<file path="config.mk">
export PLATFORM = sky130hd
export DESIGN_NAME = cdma_wgs_sync_fifo
export DESIGN_NICKNAME = d
export VERILOG_FILES = /design/src/rtl/cdma_wgs_sync_fifo.sv
export SDC_FILE = /design/constraint.sdc
export NUM_CORES = 1
export LEC_CHECK = 0
export ABC_CLOCK_PERIOD_IN_PS = 7000
export CORE_MARGIN = 4
export CORE_UTILIZATION = 33
export DETAILED_ROUTE_END_ITERATION = 12
export SYNTH_ARGS = -nofsm -noshare
export SYNTH_HDL_FRONTEND = slang
export SYNTH_SLANG_ARGS = --single-unit
export TNS_END_PERCENT = 20
</file>
<file path="constraint.sdc">
create_clock -name clk -period 7 [get_ports clk]
set_input_delay 2.1 -clock clk [delete_from_list [all_inputs] [get_ports clk]]
set_output_delay 2.1 -clock clk [all_outputs]
set_load 0.03 [all_outputs]
</file>
<file path="src/rtl/cdma_wgs_sync_fifo.sv">
// 32x32 synchronous FIFO for CDMA weight-group-size records: registered input stage,
// two-port RAM with registered read, output register feeding rd_data directly.
module cdma_wgs_sync_fifo (
    input  logic        clk,
    input  logic        reset_,
    input  logic        wr_req,
    output logic        wr_ready,
    input  logic [31:0] wr_data,
    output logic        rd_req,
    input  logic        rd_ready,
    output logic [31:0] rd_data,
    input  logic [31:0] pwrbus_ram_pd
);

    logic        wr_ready_r;
    logic        in_valid_r;
    logic [31:0] in_data_r;
    logic        busy_int_r;
    logic [5:0]  wr_count_r;
    logic [4:0]  wr_adr_r;
    logic        rd_pushing_r;
    logic        credit_r;
    logic [5:0]  rd_count_r;
    logic        rd_req_p_r;
    logic [4:0]  rd_adr_r;
    logic        rd_req_r;
    logic [31:0] ram_q_r;
    logic [31:0] rd_data_r;
    logic [31:0] mem_r [0:31];

    logic        accept_s;
    logic        hold_s;
    logic        reserving_s;
    logic [5:0]  wr_count_next_s;
    logic        busy_next_s;
    logic        busy_in_next_s;
    logic        rd_popping_s;
    logic [5:0]  rd_count_next_s;
    logic        ram_re_s;
    logic [4:0]  ram_ra_s;
    logic        rd_req_next_s;
    logic        gate_en_s;
    logic        ram_pd_unused_s;

    // RAM power-down bus only matters to a physical macro; fold it so it is consumed.
    assign ram_pd_unused_s = ^pwrbus_ram_pd;

    assign accept_s       = wr_req && wr_ready_r;
    assign hold_s         = in_valid_r && busy_int_r;
    assign reserving_s    = in_valid_r && !busy_int_r;
    assign busy_next_s    = (wr_count_next_s == 6'd32);
    assign busy_in_next_s = wr_req ? busy_next_s
                                   : (in_valid_r && busy_next_s && !reserving_s);
    assign rd_popping_s   = rd_req_p_r && !(rd_req_r && !rd_ready);
    assign ram_re_s       = (rd_count_next_s != 6'd0) && (!rd_req_p_r || rd_popping_s);
    assign ram_ra_s       = rd_popping_s ? (rd_adr_r + 5'd1) : rd_adr_r;
    assign rd_req_next_s  = rd_req_p_r || (rd_req_r && !rd_ready);

    // Clock-enable form of the master clock gate; every gated flop only changes under it.
    assign gate_en_s = reserving_s || credit_r || rd_popping_s || rd_pushing_r
                     || (rd_req_r && rd_ready) || (busy_int_r != busy_next_s);

    assign wr_ready = wr_ready_r;
    assign rd_req   = rd_req_r;
    assign rd_data  = rd_data_r;

    // Write-side occupancy: reserve adds, the delayed pop credit removes.
    always_comb begin
        wr_count_next_s = wr_count_r;
        if (reserving_s && !credit_r) begin
            wr_count_next_s = wr_count_r + 6'd1;
        end else if (!reserving_s && credit_r) begin
            wr_count_next_s = wr_count_r - 6'd1;
        end else begin
            wr_count_next_s = wr_count_r;
        end
    end

    // Read-side occupancy: delayed reserve adds, pop into the output register removes.
    always_comb begin
        rd_count_next_s = rd_count_r;
        if (rd_pushing_r && !rd_popping_s) begin
            rd_count_next_s = rd_count_r + 6'd1;
        end else if (!rd_pushing_r && rd_popping_s) begin
            rd_count_next_s = rd_count_r - 6'd1;
        end else begin
            rd_count_next_s = rd_count_r;
        end
    end

    // Input stage control and registered wr_ready.
    always_ff @(posedge clk or negedge reset_) begin
        if (!reset_) begin
            wr_ready_r <= 1'b1;
            in_valid_r <= 1'b0;
        end else begin
            wr_ready_r <= !busy_in_next_s;
            if (!hold_s) begin
                in_valid_r <= accept_s;
            end
        end
    end

    // Input stage data capture.
    always_ff @(posedge clk) begin
        if (accept_s && !hold_s) begin
            in_data_r <= wr_data;
        end
    end

    // Counts, pointers and valids behind the gate enable.
    always_ff @(posedge clk or negedge reset_) begin
        if (!reset_) begin
            busy_int_r   <= 1'b0;
            wr_count_r   <= 6'd0;
            wr_adr_r     <= 5'd0;
            rd_pushing_r <= 1'b0;
            credit_r     <= 1'b0;
            rd_count_r   <= 6'd0;
            rd_req_p_r   <= 1'b0;
            rd_adr_r     <= 5'd0;
            rd_req_r     <= 1'b0;
        end else if (gate_en_s) begin
            busy_int_r   <= busy_next_s;
            wr_count_r   <= wr_count_next_s;
            rd_pushing_r <= reserving_s;
            credit_r     <= rd_popping_s;
            rd_count_r   <= rd_count_next_s;
            rd_req_r     <= rd_req_next_s;
            if (reserving_s) begin
                wr_adr_r <= wr_adr_r + 5'd1;
            end
            if (rd_pushing_r || rd_popping_s) begin
                rd_req_p_r <= (rd_count_next_s != 6'd0);
            end
            if (rd_popping_s) begin
                rd_adr_r <= rd_adr_r + 5'd1;
            end
        end
    end

    // RAM write port.
    always_ff @(posedge clk) begin
        if (reserving_s) begin
            mem_r[wr_adr_r] <= in_data_r;
        end
    end

    // RAM registered read, then output register loaded on pop.
    always_ff @(posedge clk) begin
        if (ram_re_s) begin
            ram_q_r <= mem_r[ram_ra_s];
        end
        if (rd_popping_s) begin
            rd_data_r <= ram_q_r;
        end
    end

endmodule

</file>
-- Word level (Yosys, flattened, before mapping)
Memories as Yosys holds them, arrays and structs flattened. A register that Yosys moved wholly into a read port is not among the register bits.
Index checks and enable logic that the tools add are counted.
- output and inout port bits: 34
- memories kept: 1
- memory bits (read-only): 0
- word-level logic and storage cells: 65
- bits of input ports: 68
- RAM bits: 1024
- bits in latches: 0
- register bits: 93
- bitwise operators: 0
- shift operators: 0
- mux-type cells: 8
- divide/modulo/power cells: 0
- $add $sub $neg: 6
- equality and inequality tests: 2
- reductions and logical operators: 35
- order comparisons: 0
- $mul: 0
- memories (memory ; words ; width ; rd ports ; clocked after memory_dff ; wr ports ; line ; text):
    mem_r ; 32 ; 32 ; 1 ; 1 ; 1 ; 29 ; logic [31:0] mem_r [0:31];
- operators by type and width (kind ; number):
    6-bit two-way mux ; 4
    1-bit logical AND ; 14
    6-bit by 1-bit adder with 6-bit output (second input constant) ; 2
    6-bit by 1-bit subtractor with 6-bit output (second input constant) ; 2
    5-bit by 1-bit adder with 5-bit output (second input constant) ; 2
    1-bit logical NOT ; 10
    1-bit logical OR ; 8
    6-bit equality test (second input constant) ; 1
    6-bit nonzero test ; 1
    5-bit two-way mux ; 1
    2-bit AND reduction ; 2
    1-bit two-way mux ; 3
    1-bit != test ; 1

-- Logic depth before layout (Yosys ltp)
- word-level depth: 11
- gate-level depth with buffers: 13
- depth with buffers taken out: 9

-- Worst setup path after synthesis
OpenSTA, ideal clock, no wires.
- path type: input -> register
- from: in rd_ready
- to: reg ram_q_r[0] (read register of mem_r), enable pin
- stages: 10
- data arrival time: 4045 ps
- path slack: 2564 ps
- buffers on the path: 2
- library setup time: 391 ps
- data required time: 6609 ps
- cells stage by stage: nand2b_1 buf_6 nand2_4 inv_2 buf_6 nor3_1 a31oi_1 xnor2_1 or2_2 o22a_1
- longest elaborated chain between the ends: 9
- elaborated cells between the ends (all ways): 13
- those cells by class: mux: 3; reduce/logical: 10
- ends and longest elaborated chain (what ; line ; text):
    from (decl) ; 10 ; input logic rd_ready,
    1-bit logical NOT * ; 54 ; assign rd_popping_s = rd_req_p_r && !(rd_req_r && !rd_ready);
    1-bit logical AND * ; 54 ;
    1-bit logical NOT * ; 54 ;
    1-bit logical AND * ; 54 ;
    1-bit logical AND / 1-bit logical NOT (equally long branches) ; 84, 82 ;
    6-bit two-way mux / 1-bit logical AND (equally long branches) ; 84, 82 ;
    6-bit two-way mux ; 82 ; if (rd_pushing_r && !rd_popping_s) begin
    6-bit nonzero test ; 55 ; assign ram_re_s = (rd_count_next_s != 6'd0) && (!rd_req_p_r || rd_popping_s);
    1-bit logical AND * ; 55 ;
    net ram_re_s ; 39 ; logic ram_re_s;
    to (decl) ; 27 ; logic [31:0] ram_q_r;
The timed path passes the listed nets; every way through them passes the cells marked *.
A chain may end at the register's enable or synchronous reset.

-- Worst setup path in the final report
- from: in rd_ready
- to: reg ram_q_r[17] (read register of mem_r), data pin
- longest elaborated chain between the ends: 9
- elaborated cells between the ends (all ways): 13
- those cells by class: mux: 3; reduce/logical: 10
- ends and longest elaborated chain (what ; line):
    1-bit logical NOT * ; 54
    1-bit logical AND * ; 54
    1-bit logical NOT * ; 54
    1-bit logical AND * ; 54
    1-bit logical AND / 1-bit logical NOT (equally long branches) ; 84, 82
    6-bit two-way mux / 1-bit logical AND (equally long branches) ; 84, 82
    6-bit two-way mux ; 82
    6-bit nonzero test ; 55
    1-bit logical AND ; 55
Mark *: on every way between the ends. The rest lies on a longest branch, timed or not.

==> run summary <==
Status = completed
Nets = 3,365
Port bufs = 69
Setup TNS = 0 ns
Hold Vio Cnt, Final = 0
Post-synth EDFFs = 1,120
Clk slew on worst S/H paths = 0.07 ns
Critical Path Start Type = primary input
Std cell rows = 142
Max Cap Viol = 0
Largest net degree at the start of global routing = 197
H-tree depth = 3
Post-synth top area share = 67.5%
Clock Power Share = 23.9%
Clock skew = 0.0265 ns
Top_reg_cell synth = edfxtp_1
Count leader, synth = edfxtp_1
Cell Int Power = 15.8 mW
Cts bufs inserted = 113
Clock latency reported for the late side of the worst-skew pair = 0.71 ns
TritonRoute pass-1 iters = 5
# DRC = 0
PostCTS Resize Cnt = 0
Yosys warnings = 0
Via-to-Cell Ratio = 5.35
Crit-path cells = clkdlybuf4s50_1 -> nand2b_1 -> nand2_4 -> inv_8 -> a21boi_1 -> o31ai_1 -> nand2_2 -> buf_4 -> o22ai_1 -> and4bb_1
P_sw = 9.36 mW
Global Route met1 Usage = 21.2%
Initial DRC Count = 2,370
Sequential-to-total area share from yosys stat = 69.0%
Initial Utilization = 33.2%
Leakage = 19.0 nW
Die span in x = 397 um
Setup Crit Path Kind = in -> reg
# hold bufs at CTS = 0
Vias in the first global route = 28,100
Placed cell count = 5,189
First-pass GRT wire length = 189,000 um
Final min period = 5.30 ns
Critical path required time = 7.45 ns
Final worst-path cycle share = 75.7%
Unrepaired setup endpoints after global routing = no
Gate power share = 40.8%
Crit-path slowest cell = nand2_2
# Post-CTS Setup Buffers = 0
Area leader, netlist = edfxtp_1
Routed length per placed instance = 24.2 um
Async set-reset flop share out of synthesis = 2.52%
Pwr per Cell Area = 444 nW/um^2
Die ar. = 157,000 sq um
Final ANT Viol Nets = 0
I/O pin count = 102
Fmax = 0.189 GHz
Syn Inst Count = 3,266
Largest fanout on the critical path = 42
Largest cells by area after synthesis = edfxtp_1 68%, mux2i_1 13%, a211oi_1 3.9%
Max_slew headroom = 17.2%
#FFs+latches synth = 1,149
HPWL Detailed = 71,400 um
Share of cells above drive strength 1 = 8.54%
Non-Filler Instances = 5,402
GRT overflow = 0
Synth cell types = 54
Core footprint = 150,000 sq um
Seq pwr share = 35.3%
Post-synthesis net count = 3,343
Hold crit path type = reg -> reg
DRT Wirelength = 131,000 um
Switching share of total power = 37.2%
Pins Over Slew Limit = 0
CP max stage delay = 0.75 ns
GRT Util Overall = 16.2%
Initial antenna violation count = 2
Post-synth top cells = 1,120 x edfxtp_1, 641 x mux2i_1, 259 x nor2b_1, 257 x a21oi_1, 256 x a211oi_1
TritonCTS clock tree = done
M3 GR Usage = 2.13%
Root Buffer = clkbuf_16
Area delta synth->final = 13.6%
VDD IR-drop max = 0.519 mV
Busiest layer in global routing = met2
Met2 global-route usage = 27.7%
Num Clock Sinks = 1,149
Vias = 28,900
Final setup fails = 0
Worst EP arrival = 5.75 ns
Cell Area, Synth = 49,800 sq um
GPL Wtd Cong = 0.775
Syn Area/Cell = 15.3 sq um
Die Span Y = 397 um
Worst Setup End Kind = register
Worst-margin pin slew = 1.24 ns
Clk buf depth = 3
==> registers in the layout, summed over array words and instances (netlist names), 5 cells and up <==
register / count
mem_r: 1024
in_data_r: 32
ram_q_r: 32
rd_data: 32
rd_count_r: 6
wr_count_r: 6
rd_adr_r: 5
wr_adr_r: 5
==> kinds of logic (layout without fill, tap and decap cells) <==
family	Yosys count	in the layout	share of synthesized area, %
mux	642	642	12.9
xor+xnor	18	18	0.332
fa+ha+maj	9	9	0.226
compound gates	798	798	9.99
flops	1149	1149	69.0
simple gates	398	398	5.08
buf+inv	252	371	2.49
other cells	0	1	0
==> final timing paths <==
path / slack, ns / cells past startpoint / startpoint / end
max: 1.70 / 10 / rd_ready / ram_q_r[17]
min: 0.42 / 0 / ram_q_r[1] / rd_data[1]
max reg2reg: 3.06 / 7 / rd_adr_r[1] / ram_q_r[17]
min reg2reg: 0.42 / 0 / ram_q_r[1] / rd_data[1]
max in group asynchronous: 4.83 / 2 / reset_ / rd_adr_r[1]
min in group asynchronous: 1.81 / 2 / reset_ / busy_int_r
==> layout make-up <==
class	instances	area, sq um
diodes	1	2.50
clock buffers	144	3010
clock inverters	68	646
fillers	13800	93400
inverters	17	71.3
multi-input cells	1865	14500
flip-flops and latches	1149	34400
well taps	2016	2520
repair buffers	142	1410
==> worst max-delay path, delay by kind of cell <==
family,cells,cell delay [ns]
AND/OR/NAND/NOR,4,1.54
buffers and inverters,3,1.16
AO/OA/AOI/OAI,3,0.89
==> per-layer routing <==
metal	wire (um)	vias to the layer above
met5	0	-
met4	4200	0
met3	6490	195
met2	64400	821
met1	55900	14900
li1	-	13000
==> per-stage QoR <==
| step | hold WS [ns] | util (%) | total power, mW | worst slack, ns | cell area (sq um) |
|---|---|---|---|---|---|
| floorplan | 0.400 | - | 16.2 | 2.56 | 49800 |
| detailed placement | 0.405 | 35.3 | 19.3 | 0.985 | 52900 |
| finish | 0.419 | 37.7 | 25.1 | 1.70 | 56600 |
| global placement | 0.404 | 35.3 | 19.2 | 1.02 | 52900 |
| global route | 0.427 | 37.7 | 26.3 | 1.55 | 56600 |
| CTS | 0.421 | 37.7 | 25.3 | 1.74 | 56600 |
==> power groups by stage <==
stage | clock network, mW | registers [mW] | logic [mW]
floorplan | 0 | 8.96 | 7.21
global placement | 0 | 9.00 | 10.2
detailed placement | 0 | 9.02 | 10.3
CTS | 6.11 | 8.88 | 10.3
global route | 6.41 | 8.95 | 10.9
finish | 6.00 | 8.88 | 10.3
==> cells in the final DEF (no fill, tap or decap), types with 8 or more instances in the layout <==
master	instances
clkbuf_1	28
clkinv_1	28
nand2_1	19
ha_1	8
edfxtp_1	1120
o22ai_1	193
nor2_4	33
clkinv_2	21
bufinv_16	11
nand3_1	8
dfrtp_1	27
clkdlybuf4s50_1	69
mux2i_1	641
o21ai_1	26
nor2b_1	259
buf_4	59
a211oi_1	256
a21oi_1	257
inv_1	13
and4bb_1	31
o21ai_0	47
clkbuf_16	116
nor2_1	10
buf_12	14
xnor2_1	12
(Power assumes the default switching activity.)
